<file path="src/rtl/pipeline_pkg.sv">
// Shared definitions for the pipeline/arbiter port: width defaults, stall FSM
// encoding and a constant-evaluable clog2 helper.
package pipeline_pkg;

    localparam int DEF_DATA_W    = 32;
    localparam int DEF_STAGES    = 2;
    localparam int DEF_BUF_DEPTH = 4;

    typedef enum logic {
        ST_RUN   = 1'b0,
        ST_STALL = 1'b1
    } stall_state_t;

    function automatic int clog2(input int value);
        int r;
        r = 0;
        for (int i = 0; i < 31; i++) begin
            if ((1 << i) < value) r = i + 1;
        end
        return r;
    endfunction

endpackage

</file>
<file path="src/rtl/pipeline_arb_fifo.sv">
// Circular buffer feeding the arbiter: head is visible combinationally,
// flush empties it in one cycle, occupancy runs 0..DEPTH inclusive.
module pipeline_arb_fifo
    import pipeline_pkg::*;
#(
    parameter int DATA_W = DEF_DATA_W,
    parameter int DEPTH  = DEF_BUF_DEPTH
) (
    input  logic                    clk,
    input  logic                    reset,
    input  logic                    i_push,
    input  logic                    i_pop,
    input  logic                    i_flush,
    input  logic [DATA_W-1:0]       i_data,
    output logic [DATA_W-1:0]       o_head,
    output logic [clog2(DEPTH):0]   o_occ,
    output logic [clog2(DEPTH):0]   o_occ_next
);

    localparam int PTR_W = clog2(DEPTH);
    localparam int OCC_W = PTR_W + 1;

    logic [DATA_W-1:0] r_mem [DEPTH];
    logic [PTR_W-1:0]  r_wr_ptr;
    logic [PTR_W-1:0]  r_rd_ptr;
    logic [OCC_W-1:0]  r_occ;
    logic              w_pop_ok;
    logic              w_push_ok;

    assign w_pop_ok   = i_pop && (r_occ != '0);
    // A push into a full buffer is only legal when the head leaves the same cycle.
    assign w_push_ok  = i_push && ((r_occ != OCC_W'(DEPTH)) || w_pop_ok);
    assign o_occ_next = r_occ + OCC_W'(w_push_ok) - OCC_W'(w_pop_ok);
    assign o_occ      = r_occ;
    assign o_head     = r_mem[r_rd_ptr];

    always_ff @(posedge clk or negedge reset) begin
        if (!reset) begin
            r_wr_ptr <= '0;
            r_rd_ptr <= '0;
            r_occ    <= '0;
        end else if (i_flush) begin
            r_wr_ptr <= '0;
            r_rd_ptr <= '0;
            r_occ    <= '0;
        end else begin
            if (w_push_ok) r_wr_ptr <= r_wr_ptr + 1'b1;
            if (w_pop_ok)  r_rd_ptr <= r_rd_ptr + 1'b1;
            r_occ <= o_occ_next;
        end
    end

    always_ff @(posedge clk) begin
        if (w_push_ok && !i_flush) r_mem[r_wr_ptr] <= i_data;
    end

endmodule

</file>
<file path="src/rtl/pipeline_arb_port.sv">
// Valid-tracked pipeline into a buffered req/grant port, with a hysteretic
// global stall, flush, starvation flag and registered resource response.
module pipeline_arb_port
    import pipeline_pkg::*;
#(
    parameter int DATA_W     = DEF_DATA_W,
    parameter int STAGES     = DEF_STAGES,
    parameter int BUF_DEPTH  = DEF_BUF_DEPTH,
    parameter int HI_WM      = 3,
    parameter int LO_WM      = 1,
    parameter int STARVE_CYC = 16
) (
    input  logic                        clk,
    input  logic                        reset,
    input  logic [DATA_W-1:0]           in_data,
    input  logic                        in_valid,
    output logic                        in_ready,
    input  logic                        flush,
    input  logic                        arbiter_grant,
    output logic                        arbiter_req,
    output logic [DATA_W-1:0]           resource_input,
    input  logic                        resource_valid,
    input  logic [DATA_W-1:0]           resource_output,
    output logic [DATA_W-1:0]           outputs,
    output logic                        out_valid,
    output logic                        stall_signal,
    output logic                        starve,
    output logic [clog2(BUF_DEPTH):0]   occupancy
);

    localparam int OCC_W = clog2(BUF_DEPTH) + 1;
    localparam int CNT_W = clog2(STARVE_CYC) + 1;

    stall_state_t      r_state;
    stall_state_t      w_state_next;
    logic [OCC_W-1:0]  w_occ_next;
    logic              w_push;
    logic              w_pop;
    logic              w_last_valid;
    logic [DATA_W-1:0] w_last_data;
    logic [CNT_W-1:0]  r_starve_cnt;
    logic              r_starve;
    logic [DATA_W-1:0] r_outputs;
    logic              r_out_valid;

    assign stall_signal = (r_state == ST_STALL);
    assign in_ready     = ~stall_signal;
    assign arbiter_req  = (occupancy != '0);
    assign starve       = r_starve;
    assign outputs      = r_outputs;
    assign out_valid    = r_out_valid;

    genvar gi;
    generate
        for (gi = 0; gi < STAGES; gi++) begin : g_stage
            logic [DATA_W-1:0] r_data;
            logic              r_valid;
            logic [DATA_W-1:0] w_src_data;
            logic              w_src_valid;

            if (gi == 0) begin : g_first
                assign w_src_data  = in_data;
                assign w_src_valid = in_valid;
            end else begin : g_next
                assign w_src_data  = g_stage[gi-1].r_data;
                assign w_src_valid = g_stage[gi-1].r_valid;
            end

            always_ff @(posedge clk or negedge reset) begin
                if (!reset)             r_valid <= 1'b0;
                else if (flush)         r_valid <= 1'b0;
                else if (!stall_signal) r_valid <= w_src_valid;
            end

            always_ff @(posedge clk) begin
                if (!stall_signal) r_data <= w_src_data;
            end
        end
    endgenerate

    assign w_last_valid = g_stage[STAGES-1].r_valid;
    assign w_last_data  = g_stage[STAGES-1].r_data;

    assign w_push = w_last_valid & ~stall_signal & ~flush;
    assign w_pop  = arbiter_grant & arbiter_req & ~flush;

    pipeline_arb_fifo #(
        .DATA_W (DATA_W),
        .DEPTH  (BUF_DEPTH)
    ) u_fifo (
        .clk        (clk),
        .reset      (reset),
        .i_push     (w_push),
        .i_pop      (w_pop),
        .i_flush    (flush),
        .i_data     (w_last_data),
        .o_head     (resource_input),
        .o_occ      (occupancy),
        .o_occ_next (w_occ_next)
    );

    always_comb begin
        w_state_next = r_state;
        if (flush) begin
            w_state_next = ST_RUN;
        end else begin
            case (r_state)
                ST_RUN:   if (w_occ_next >= OCC_W'(HI_WM)) w_state_next = ST_STALL;
                ST_STALL: if (w_occ_next <= OCC_W'(LO_WM)) w_state_next = ST_RUN;
                default:  w_state_next = ST_RUN;
            endcase
        end
    end

    always_ff @(posedge clk or negedge reset) begin
        if (!reset) r_state <= ST_RUN;
        else        r_state <= w_state_next;
    end

    // The flag only ever sets; reset is the sole way to clear it.
    always_ff @(posedge clk or negedge reset) begin
        if (!reset) begin
            r_starve_cnt <= '0;
            r_starve     <= 1'b0;
        end else begin
            if (arbiter_req && !arbiter_grant && (r_starve_cnt == CNT_W'(STARVE_CYC - 1)))
                r_starve <= 1'b1;
            if (flush || !arbiter_req || arbiter_grant)
                r_starve_cnt <= '0;
            else if (r_starve_cnt != '1)
                r_starve_cnt <= r_starve_cnt + 1'b1;
        end
    end

    always_ff @(posedge clk or negedge reset) begin
        if (!reset) begin
            r_outputs   <= '0;
            r_out_valid <= 1'b0;
        end else begin
            r_out_valid <= resource_valid;
            if (resource_valid) r_outputs <= resource_output;
        end
    end

endmodule

</file>
<file path="config.mk">
export PLATFORM = sky130hd
export DESIGN_NAME = pipeline_arb_port
export DESIGN_NICKNAME = d
export VERILOG_FILES = /design/src/rtl/pipeline_pkg.sv /design/src/rtl/pipeline_arb_fifo.sv /design/src/rtl/pipeline_arb_port.sv
export SDC_FILE = /design/constraint.sdc
export NUM_CORES = 1
export LEC_CHECK = 0
export CAP_MARGIN = 20
export CORE_ASPECT_RATIO = 0.7
export CORE_MARGIN = 5
export CORE_UTILIZATION = 50
export DETAILED_ROUTE_END_ITERATION = 7
export DONT_BUFFER_PORTS = 1
export GPL_ROUTABILITY_DRIVEN = 1
export HOLD_SLACK_MARGIN = 0.03
export PLACE_DENSITY = 0.74
export SLEW_MARGIN = 20
export SYNTH_ARGS = -nofsm -noshare
export SYNTH_HDL_FRONTEND = slang
export SYNTH_SLANG_ARGS = --single-unit
</file>
<file path="constraint.sdc">
create_clock -name clk -period 2.8 [get_ports clk]
set_input_delay 0.56 -clock clk [delete_from_list [all_inputs] [get_ports clk]]
set_output_delay 0.56 -clock clk [all_outputs]
set_load 0.03 [all_outputs]
</file>
==> metrics.cfg, run 1 <==
[cts]
numCtsBuffers = 23
cts_root_buffer = clkbuf_16
clk_latency_ns = 0.50
clock_path_buffers = 3
clkTransAtPathRegs_ns = 0.06
h-tree-depth = 1
cts_tree = yes
cts_setup_buffers = 0
cts_sinks = 241

[global_route]
gr-usage-all-layers_pct = 14.50
gr-total-overflow = 0
grt_first_pass_wirelength_um = 22760
grt_pass1_vias = 3923
grt_max_degree = 50
antenna_found_initial = 0

[yosys]
ys_types = 32
yosys.cell_count.top_type = edfxtp_1
synth_common_cells = edfxtp_1 (192), dfrtp_1 (49), mux4_1 (31)
synthCells = 386
synth_ff_type = edfxtp_1
ys_async_sr_fraction_pct = 20.33
synth_edf_count = 192
ys.warnings.count = 0
synthesis.nets = 466
synth_seq_area_share_pct = 79.53
yosys-top-cells-area = edfxtp_1 (66%), dfrtp_1 (14%), mux4_1 (9.3%)
synth_top_area_share_pct = 65.58
synth_top_area_cell = edfxtp_1
ys_ff_latch = 241
synth_area_um2 = 8791
avgSynthCellArea_um2 = 22.77

[worst_setup_path]
crit_type = reg -> out
arrival_ns = 1.96
worstSetupEndpointType = output port
required_ns = 2.24
crit_fanout = 17
start_kind = register

[run_status]
status = finished, final reports clean

[drt]
dr_total_vias = 3601
wl_per_cell_um = 22.29
ant_nets = 0
routed.top_layer = met4
wl_met2_um = 7368
via_per_inst = 5.456
wirelength_met1_um = 6079
routed_wl_um = 14710
wl_met3_um = 993
post-route-drc-count = 0
drt_iter0_markers = 265
firstDrtPassIters = 4

[timing]
tightestPinTransition_ns = 0.5392
slew_headroom_pct = 64.01
hold_viol_final = 0
post-route-period-util_pct = 90.05
finalSetupViolations = 0
slew_violations = 0
finalCriticalPeriod_ns = 2.521
rsz0062_at_grt = no
finalClockSkew_ns = 0.01249
fin_tns_setup_ns = 0
clock.fmax_mhz = 396.6

[floorplan]
dieHeight_um = 120.9
die_width_um = 168.5
dieArea_um2 = 20380
std_cell_rows = 40
core_um2 = 17220
io-pin-count = 142
start_util_pct = 51.06

[pwr]
p_per_area_nw_per_um2 = 945.9
peakVddDrop_mv = 0.5672
power_mw = 9.397
power_leakage_nw = 3.527

[final_layout]
n_antenna_cell = 0
finalNetCount = 492
drive_gt1_share_pct = 21.68
postLayoutCellArea_um2 = 9935
syn2layout_area_growth_pct = 13.01
post-route-util_pct = 57.70
nFillCells = 1271

[placed_design]
dp_hpwl_um = 9312
place_congestion = 0.7314
port_buffers = 0
post_dp_cell_area_um2 = 9120

[flow_run]
drv_cap = 0

[hold_path]
hp-class = in -> reg

cells in the final DEF, fill, tap and decap left out, types with 6 or more instances in the layout:
master       n
ha_1         9
mux4_1      31
mux2_2      30
clkinv_2     6
edfxtp_1   192
inv_1        7
nor2_1      16
clkbuf_16   23
dfrtp_1     47
buf_4       11
sequential cells by signal, summed over array words and instances, names as in the netlist:
register         cells
u_fifo.r_mem       128
g_stage.r_data      64
outputs             32
r_starve_cnt         5
u_fifo.o_occ         3
g_stage.r_valid      2
u_fifo.r_rd_ptr      2
u_fifo.r_wr_ptr      2
out_valid            1
stall_signal         1
starve               1
report_power, final:
| group | total (mW) | internal [mW] | leakage (nW) | switching, mW |
|---|---|---|---|---|
| logic | 1.33 | 0.414 | 0.726 | 0.917 |
| registers | 4.96 | 4.60 | 2.42 | 0.360 |
| clock network | 3.11 | 1.88 | 0.381 | 1.23 |
kinds of logic after synthesis:
group                    synth area share (%)
AO/OA/AOI/OAI                          0.4413
XOR/XNOR                               0.6974
adder cells (fa/ha/maj)                 1.509
buffers and inverters                   1.381
flip-flops                              79.53
multiplexers                            14.25
AND/OR/NAND/NOR                         2.192
metrics by stage:
step / setup WS, ns / hold WS, ns / instances
CTS: 0.2127 / 0.06574 / 660
detailed placement: 0.3206 / 0.2653 / 616
global placement: 0.5296 / 0.2657 / 616
finish: 0.2785 / 0.09282 / 660
global route: 0.06033 / 0.06016 / 660
floorplan: 0.1001 / 0.2644 / 386
critical path, cell delays in order, from the launching register on:
cell and delay [ns]:
dfrtp_2 0.36, buf_4 0.29, mux4_1 0.79
what timing repair did:
item | CTS | global route
setup endpoints to repair | 0 | 0
hold buffers | 2 | 0
resized for setup | 0 | 0
endpoints found under the hold margin | 49 | 0
metal layers:
layer / global-route usage, % / up-vias
met5: 0 / -
met4: 3.599 / 0
met3: 4.656 / 19
met1: 18.64 / 1866
met2: 24.27 / 109
li1: - / 1607
layout make-up:
cell class                 count  area [um2]  share of cell area (%)
tap                          231       289.0                   2.909
sequential                   241        6994                   70.40
clock buffer                  24       579.3                   5.831
multi-input combinational    123        1683                   16.94
inverter                       8       31.28                  0.3149
timing repair buffer          15       160.2                   1.612
clock inverter                18       197.7                   1.990
worst paths after layout:
| kind | start | to | slack (ns) | cells after the start |
|---|---|---|---|---|
| hold / removal | resource_valid | out_valid | 0.09 | 0 |
| min in group asynchronous | reset | u_fifo.o_occ[1] | 0.60 | 2 |
| setup / recovery | u_fifo.r_rd_ptr[0] | resource_input[9] | 0.28 | 2 |
| hold reg to reg | g_stage[0].r_data[22] | g_stage[1].r_data[22] | 0.42 | 0 |
| max in group asynchronous | reset | u_fifo.r_rd_ptr[1] | 1.98 | 2 |
| setup reg to reg | u_fifo.o_occ[2] | stall_signal | 0.30 | 10 |
Note: power is estimated with default switching activity, not from simulation.
==> inputs of run 2 (changes only) <==
Settings changed: GPL_ROUTABILITY_DRIVEN 1 to not set.
==> results of run 2 <==
The final DEF is identical to that of run 1; final timing and power are the same.
==> inputs of run 3 (changes only) <==
Clock period 2.8 ns to 2.91 ns, I/O delays scaled along.
==> run 3 against run 2 <==
Against the previous run:
- worst hold slack better by 0.020 ns
- worst setup slack better by 0.053 ns
- critical path type is now reg -> reg
- wire length up 0.17%
- first-iteration DRC count down 17%
- register-to-register slack better by 0.03 ns
- combinational power down 9.8%
- sequential cell count unchanged
- critical path depth up 8
- clock power down 15%
- largest power group unchanged
- sequential share of layout area up 0.65 points
- critical endpoint is now stall_signal
- clock skew up 0.0059 ns
- via count up 0.14%
==> metrics.cfg, run 3 (same netlist as run 1, synthesis figures left out) <==
[run_status]
status = finished, final reports clean

[timing]
fin_tns_setup_ns = 0
slew_violations = 0
timing.hold.ws_ns = 0.1132
finalSetupViolations = 0
finalCriticalPeriod_ns = 2.579
finalClockSkew_ns = 0.01834
hold_viol_final = 0
post-route-period-util_pct = 88.62
clock.fmax_mhz = 387.8
slew_headroom_pct = 38.48
fin_ws_ns = 0.3312
rsz0062_at_grt = no
tightestPinTransition_ns = 0.9227

[cts]
cts_sinks = 241
clkTransAtPathRegs_ns = 0.06
cts_tree = yes
ctsResizeCount = 0
h-tree-depth = 1
clk_latency_ns = 0.50
cts_setup_buffers = 0
clock_path_buffers = 3
cts_root_buffer = clkbuf_16
numCtsBuffers = 23

[worst_setup_path]
r2r-end = stall_signal
crit_cells = 10
crit_path_cell_trace = o31ai_1 > nor2_1 > ha_1 > inv_1 > ha_1 > inv_1 > fa_1 > xor2_1 > xnor2_1 > o21ai_0
arrival_ns = 2.93
worstSetupEndpointType = register
critPathMaxStageDelay_ns = 0.57
critPathSlowestCell = dfrtp_1
r2r-start = u_fifo.o_occ[0]
crit_fanout = 6
start_kind = register
cp_num_buf_inv = 2
regToRegSetupSlack_ns = 0.33
rr_worst_depth = 10
crit_type = reg -> reg
required_ns = 3.26
critPathTopFamily = adder cells

[placed_design]
port_buffers = 0
dp.cells = 613
place_congestion = 0.6599
preCtsSetupSlack_ns = 0.3589
dp_hpwl_um = 9151

[drt]
drt_iter0_markers = 221
via_per_inst = 5.497
routed.top_layer = met4
wl_met3_um = 832
firstDrtPassIters = 5
wirelength_met1_um = 6161
ant_nets = 0
post-route-drc-count = 0
dr_total_vias = 3606
routed_wl_um = 14740
wl_met2_um = 7500
wl_per_cell_um = 22.46

[pwr]
power_mw = 8.666
power_leakage_nw = 3.473
peakVddDrop_mv = 0.6614
p_per_area_nw_per_um2 = 880.4

[hold_path]
holdPathEnd = out_valid
holdCritStartpoint = resource_valid
hold_depth = 0
hp-class = in -> reg

[final_layout]
largest_reg_flops = 128
finalNetCount = 489
fin_cells = 656
top_register = u_fifo.r_mem
final_common_cell = edfxtp_1
drive_gt1_share_pct = 20.71
n_antenna_cell = 0
syn2layout_area_growth_pct = 11.97
mostFrequentLayoutCells = edfxtp_1 (192), dfrtp_1 (47), mux4_1 (31)

[floorplan]
dieHeight_um = 120.9
core_um2 = 17220
start_util_pct = 51.06
std_cell_rows = 40
io-pin-count = 142
dieArea_um2 = 20380
die_width_um = 168.5

[global_route]
grt_max_degree = 66
gr-total-overflow = 0
grt_first_pass_wirelength_um = 22680
grt_pass1_vias = 3945
antenna_found_initial = 0
gr-usage-all-layers_pct = 14.44

[flow_run]
drv_cap = 0

-- run 3: worst max path at each step --
stage                             from            endpoint  slack (ns)
floorplan                 stall_signal            in_ready        0.19
global placement       u_fifo.o_occ[0]        stall_signal        0.51
detailed placement     u_fifo.o_occ[0]        stall_signal        0.36
CTS                 u_fifo.r_rd_ptr[0]  resource_input[30]        0.30
global route           u_fifo.o_occ[0]        stall_signal        0.20
finish                 u_fifo.o_occ[0]        stall_signal        0.33
-- run 3: layout make-up --
| cell class | count | area [um2] |
|---|---|---|
| timing repair buffer | 12 | 175.2 |
| fill | 1299 | 7373 |
| clock inverter | 14 | 80.08 |
| inverter | 8 | 31.28 |
| multi-input combinational | 123 | 1683 |
| tap | 231 | 289.0 |
| sequential | 241 | 6994 |
| clock buffer | 27 | 590.6 |
-- run 3: metrics by stage --
stage	area [um2]	util [%]
2_1_floorplan	8791	-
6_report	9843	57.17
5_1_grt	9843	57.17
3_5_place_dp	9135	53.06
4_1_cts	9843	57.17
3_3_place_gp	9135	53.06
-- run 3: routing by layer --
layer,up-vias,global-route usage (%)
met5,-,0
met3,20,4.396
li1,1608,-
met2,89,24.12
met4,0,3.497
met1,1889,18.83
-- run 3: power by group --
group          switching (mW)  internal (mW)  leakage, nW
clock network            1.17           1.46        0.334
registers               0.398           4.43         2.42
logic                   0.823          0.381        0.719
total                    2.39           6.27         3.47
-- run 3: worst reg2reg max path, delay by kind of cell, from the launching register on --
kind / cells / cell delay [ns]
adders and majority gates: 3 / 0.79
DFF: 1 / 0.57
buffers and inverters: 2 / 0.11
xor gates and xnor gates: 2 / 0.37
and+or+nand+nor: 1 / 0.09
AOI/OAI and AO/OA: 2 / 0.51
-- run 3: timing repair --
action	4_1_cts	5_1_grt
hold buffers	2	0
setup endpoints to repair	0	0
hold endpoints to repair	49	0
